`src/rtl/ps2_host_tx.sv`:
```
// Host-to-device PS/2 transmitter: inhibits the bus, requests to send, shifts one byte
// plus odd parity and stop on device clock falls, then checks the device ACK.
module ps2_host_tx #(
    parameter int DATA_WIDTH     = 8,
    parameter int INHIBIT_CYCLES = 5000,
    parameter int TIMEOUT_CYCLES = 750000
) (
    input  logic                  clk,
    input  logic                  reset,
    input  logic                  clk_ps2,
    input  logic                  ps2_data_in,
    output logic                  clk_ps2_drive_low,
    output logic                  ps2_data_drive_low,
    input  logic [DATA_WIDTH-1:0] tx_data,
    input  logic                  tx_start,
    output logic                  busy,
    output logic                  tx_done,
    output logic                  tx_error,
    output logic [2:0]            o_dbg_state
);

    localparam int SHIFT_W = DATA_WIDTH + 2;
    localparam int INH_W   = $clog2(INHIBIT_CYCLES + 1);
    localparam int TO_W    = $clog2(TIMEOUT_CYCLES + 1);
    localparam int CNT_W   = $clog2(SHIFT_W + 1);

    localparam logic [INH_W-1:0] INH_LAST = INH_W'(INHIBIT_CYCLES - 1);
    localparam logic [TO_W-1:0]  TO_LAST  = TO_W'(TIMEOUT_CYCLES - 1);
    localparam logic [CNT_W-1:0] CNT_LAST = CNT_W'(SHIFT_W - 1);

    typedef enum logic [2:0] {
        S_IDLE, S_INHIBIT, S_REQ, S_SEND, S_ACK, S_WAIT_REL, S_DONE, S_ERROR
    } state_t;

    state_t               r_state;
    logic                 r_clk_s1, r_clk_s2, r_clk_s3;
    logic                 r_dat_s1, r_dat_s2;
    logic [SHIFT_W-1:0]   r_shift;
    logic [CNT_W-1:0]     r_bit_cnt;
    logic [INH_W-1:0]     r_inh_cnt;
    logic [TO_W-1:0]      r_to_cnt;
    logic                 r_clk_drv, r_dat_drv;
    logic                 r_busy, r_done, r_error;

    logic                 w_fall;
    logic                 w_timeout;

    assign w_fall    = ~r_clk_s2 & r_clk_s3;
    assign w_timeout = (r_to_cnt == TO_LAST);

    assign clk_ps2_drive_low  = r_clk_drv;
    assign ps2_data_drive_low = r_dat_drv;
    assign busy               = r_busy;
    assign tx_done            = r_done;
    assign tx_error           = r_error;
    assign o_dbg_state        = r_state;

    always_ff @(posedge clk) begin
        if (reset) begin
            r_state   <= S_IDLE;
            // Synchronizers start at the idle (pulled-up) level so no false fall appears.
            r_clk_s1  <= 1'b1;
            r_clk_s2  <= 1'b1;
            r_clk_s3  <= 1'b1;
            r_dat_s1  <= 1'b1;
            r_dat_s2  <= 1'b1;
            r_shift   <= '0;
            r_bit_cnt <= '0;
            r_inh_cnt <= '0;
            r_to_cnt  <= '0;
            r_clk_drv <= 1'b0;
            r_dat_drv <= 1'b0;
            r_busy    <= 1'b0;
            r_done    <= 1'b0;
            r_error   <= 1'b0;
        end else begin
            r_clk_s1 <= clk_ps2;
            r_clk_s2 <= r_clk_s1;
            r_clk_s3 <= r_clk_s2;
            r_dat_s1 <= ps2_data_in;
            r_dat_s2 <= r_dat_s1;
            r_done   <= 1'b0;
            r_error  <= 1'b0;

            case (r_state)
                S_IDLE: begin
                    if (tx_start) begin
                        r_shift   <= {1'b1, ~^tx_data, tx_data};
                        r_bit_cnt <= '0;
                        r_inh_cnt <= '0;
                        r_clk_drv <= 1'b1;
                        r_busy    <= 1'b1;
                        r_state   <= S_INHIBIT;
                    end
                end
                S_INHIBIT: begin
                    if (r_inh_cnt == INH_LAST) begin
                        r_dat_drv <= 1'b1;
                        r_state   <= S_REQ;
                    end else begin
                        r_inh_cnt <= r_inh_cnt + 1'b1;
                    end
                end
                S_REQ: begin
                    r_clk_drv <= 1'b0;
                    r_to_cnt  <= '0;
                    r_state   <= S_SEND;
                end
                S_SEND: begin
                    if (w_timeout) begin
                        r_clk_drv <= 1'b0;
                        r_dat_drv <= 1'b0;
                        r_error   <= 1'b1;
                        r_state   <= S_ERROR;
                    end else begin
                        r_to_cnt <= r_to_cnt + 1'b1;
                        if (w_fall) begin
                            r_dat_drv <= ~r_shift[0];
                            r_shift   <= {1'b0, r_shift[SHIFT_W-1:1]};
                            r_bit_cnt <= r_bit_cnt + 1'b1;
                            if (r_bit_cnt == CNT_LAST) begin
                                r_state <= S_ACK;
                            end
                        end
                    end
                end
                S_ACK: begin
                    if (w_timeout || (w_fall && r_dat_s2)) begin
                        r_clk_drv <= 1'b0;
                        r_dat_drv <= 1'b0;
                        r_error   <= 1'b1;
                        r_state   <= S_ERROR;
                    end else begin
                        r_to_cnt <= r_to_cnt + 1'b1;
                        if (w_fall) begin
                            r_state <= S_WAIT_REL;
                        end
                    end
                end
                S_WAIT_REL: begin
                    if (w_timeout) begin
                        r_clk_drv <= 1'b0;
                        r_dat_drv <= 1'b0;
                        r_error   <= 1'b1;
                        r_state   <= S_ERROR;
                    end else begin
                        r_to_cnt <= r_to_cnt + 1'b1;
                        if (r_clk_s2 && r_dat_s2) begin
                            r_done  <= 1'b1;
                            r_state <= S_DONE;
                        end
                    end
                end
                S_DONE: begin
                    r_busy  <= 1'b0;
                    r_state <= S_IDLE;
                end
                S_ERROR: begin
                    r_clk_drv <= 1'b0;
                    r_dat_drv <= 1'b0;
                    r_busy    <= 1'b0;
                    r_state   <= S_IDLE;
                end
                default: begin
                    r_state <= S_IDLE;
                end
            endcase
        end
    end

endmodule

```
`config.mk`:
```
export PLATFORM = sky130hd
export DESIGN_NAME = ps2_host_tx
export DESIGN_NICKNAME = d
export VERILOG_FILES = /design/src/rtl/ps2_host_tx.sv
export SDC_FILE = /design/constraint.sdc
export NUM_CORES = 1
export LEC_CHECK = 0
export CAP_MARGIN = 20
export CORE_UTILIZATION = 33
export DETAILED_ROUTE_END_ITERATION = 8
export PLACE_DENSITY = 0.51
export SYNTH_ARGS = -nofsm -noshare
export SYNTH_HDL_FRONTEND = slang
export SYNTH_SLANG_ARGS = --single-unit
```
`constraint.sdc`:
```
create_clock -name clk -period 2.5 [get_ports clk]
set_clock_uncertainty 0.15 [all_clocks]
set_input_delay 0.75 -clock clk [delete_from_list [all_inputs] [get_ports clk]]
set_output_delay 0.75 -clock clk [all_outputs]
set_load 0.02 [all_outputs]
```
==> results.sh <==
export IMPL_synth_top_area_share_pct=37.8
export IMPL_postSynthAreaPerCell_sq_um=8.36
export IMPL_coreArea_sq_um=9280
export IMPL_post_drt_wl_per_cell_um=14.0
export IMPL_synth_common_cells="dfxtp_1 (60), nand2_1 (51), nor2_1 (26), a21oi_1 (21)"
export IMPL_root_buffer="clkbuf_8"
export IMPL_grt_max_degree=21
export IMPL_r2r_slack_ns=0.11
export IMPL_routed_top_layer="met4"
export IMPL_synthToLayoutAreaGrowth_pct=23.0
export IMPL_port_buffers=20
export IMPL_numCtsBuffers=9
export IMPL_wl_met1_mm=3.81
export IMPL_critPathMaxFanout=6
export IMPL_cp_slowest_stage_delay_ns=0.57
export IMPL_dp_hpwl_mm=5.49
export IMPL_power_total_uw=2150
export IMPL_grt_pass1_wl_mm=13.1
export IMPL_drc=0
export IMPL_tightest_slew_ns=0.787
export IMPL_synth_edf_count=0
export IMPL_grt_overflow_total=0
export IMPL_end_kind="flip-flop"
export IMPL_die_h_um=100
export IMPL_yosysWarnings=0
export IMPL_row_count=35
export IMPL_drv_slew=0
export IMPL_power_density_nw_per_um2=551
export IMPL_finalNonFillerCells=552
export IMPL_synth_top_cell_by_area="dfxtp_1"
export IMPL_drt_total_wl_mm=7.71
export IMPL_synth_area_leaders="dfxtp_1 (38%), nand2_1 (6.0%), xnor2_1 (4.1%)"
export IMPL_finalWeightedCongestion=0.879
export IMPL_die_w_um=100
export IMPL_seq_area_frac_synth_pct=37.8
export IMPL_route_antenna_remaining_nets=0
export IMPL_max_clock_path_buffers=2
export IMPL_worstHoldPathType="flip-flop to flip-flop"
export IMPL_wl_met3_um=290
export IMPL_vdd_drop_max_v=0.000259
export IMPL_rsz0062_at_grt="false"
export IMPL_grt_pass1_vias=2648
export IMPL_cp_cell_sequence="or4b_4 > or4_4 > nor2_2 > o21ai_0 > a211oi_1"
export IMPL_critPathLaunchType="flip-flop"
export IMPL_layout_drive_gt1_share_pct=14.9
export IMPL_first_pass_iters=4
export IMPL_gr_usage_all_layers_pct=16.6
export IMPL_p_leak_uw=0.00132
export IMPL_final_hold_violation_count=0
export IMPL_fin_crit_sh_pct=95.7
export IMPL_dr_wl_met2_mm=3.48
export IMPL_viasPerCell=5.20
export IMPL_ys_ff_latch=60
export IMPL_required_ns=2.60
export IMPL_cts_sinks=60
export IMPL_ctsHoldBuffers=0
export IMPL_min_period_ns=2.39
export IMPL_async_reset_ff_share_pct=0
export IMPL_diodes=0
export IMPL_setup_tns_final_ns=0
export IMPL_dp_cells=534
export IMPL_io_pins=21
export IMPL_synth_flop_cell="dfxtp_1"
export IMPL_syn_inst=380
export IMPL_drt_iter0_drc=173
export IMPL_die_area_sq_um=10000
export IMPL_status="complete, no violations"
export IMPL_htreeDepth=3
export IMPL_antenna_found_initial=0
export IMPL_synth_most_common_cell="dfxtp_1"
export IMPL_vias=2868
export IMPL_arrival_ns=2.49
export IMPL_fmax_mhz=418
export IMPL_relSlewSlack_pct=47.3
export IMPL_clk_insertion_delay_late_ns=0.34
export IMPL_worst_setup_path_type="flip-flop to flip-flop"
export IMPL_maxCapViolations=0
export IMPL_setup_viol=0
export IMPL_cp_slowest_cell="or4b_4"
export IMPL_cts_tree="done"
export IMPL_ys_types=58
export IMPL_final_nets=435
export IMPL_clk_pin_slew_worst_paths_ns=0.07
export IMPL_start_util_pct=34.2
export IMPL_syn_nets=397
export IMPL_netlist_area_sq_um=3180
-- registers in the layout (all words and copies together) (netlist names), 3 cells and up --
name         cells
r_bit_cnt        4
r_inh_cnt       13
r_to_cnt        20
r_shift         10
o_dbg_state      3
-- routing by layer --
metal	GRT usage, %	up-vias
met3	4.18	10
met2	26.0	43
met1	21.9	1342
li1	-	1473
met4	6.35	0
met5	0	-
-- report_power, final --
part | internal [uW] | total (uW) | switching (uW)
combinational | 92.4 | 186 | 93.4
clock | 588 | 970 | 383
sequential | 981 | 998 | 17.3
-- worst max-delay path: cells and delay by family (launching register included) --
kind | cells | cell delay, ns
simple gates | 3 | 1.42
compound gates | 2 | 0.37
flops | 1 | 0.35
-- cells by family after synthesis --
logic type | after synthesis | synth area share (%)
adders and majority gates | 4 | 1.58
AOI/OAI and AO/OA | 85 | 18.8
xor gates and xnor gates | 23 | 6.34
and+or+nand+nor | 176 | 29.8
buffers and inverters | 25 | 3.47
DFF | 60 | 37.8
muxes | 7 | 2.21
-- final timing paths --
kind,start,cells after the start,endpoint
worst max register to register,r_to_cnt[6]$_SDFFE_PP0P_,5,o_dbg_state[2]$_SDFFE_PP0P_
worst max-delay path,r_to_cnt[6]$_SDFFE_PP0P_,5,o_dbg_state[2]$_SDFFE_PP0P_
worst min register to register,r_clk_s1$_SDFF_PP1_,1,r_clk_s2$_SDFF_PP1_
worst min-delay path,r_clk_s1$_SDFF_PP1_,1,r_clk_s2$_SDFF_PP1_
-- cells in the final DEF, fill, tap and decap left out, drive strengths merged, types with 4 or more instances in the layout --
master and n:
a2111o 6, nor3 12, buf 27, o21ai 20, mux2i 7, a311oi 8, nand2 52, or3 5
clkdlybuf4s50 20, or2 11, a21oi 21, xnor2 15, nand2b 6, clkbuf 12, xor2 8, nor2 27
nor4 5, nand3 12, inv 4, nand4 17, a211oi 4, ha 4, dfxtp 60, and2 5
and3 5
-- cell type report --
cell class | count | area, sq um
Timing Repair Buffer | 47 | 440
Clock buffer | 12 | 145
Inverter | 5 | 18.8
Sequential cell | 60 | 1200
Fill cell | 991 | 5380
Tap cell | 129 | 161
Multi-Input combinational cell | 295 | 1860
Clock inverter | 4 | 72.6
-- what timing repair did --
action,CTS,global route
setup endpoints to repair,2,5
setup buffers,0,2
resized for setup,2,1
pin swaps,0,1
-- stage by stage --
step                cell area (sq um)  hold WS, ns  util (%)  worst slack (ns)
CTS                              3890        0.262      41.9            0.0124
finish                           3910        0.261      42.1             0.107
detailed placement               3670        0.243      39.5           -0.0114
floorplan                        3180        0.239         -             0.271
global placement                 3670        0.242      39.5          -0.00960
global route                     3910        0.284      42.1            0.0235
(Power assumes the default switching activity.)
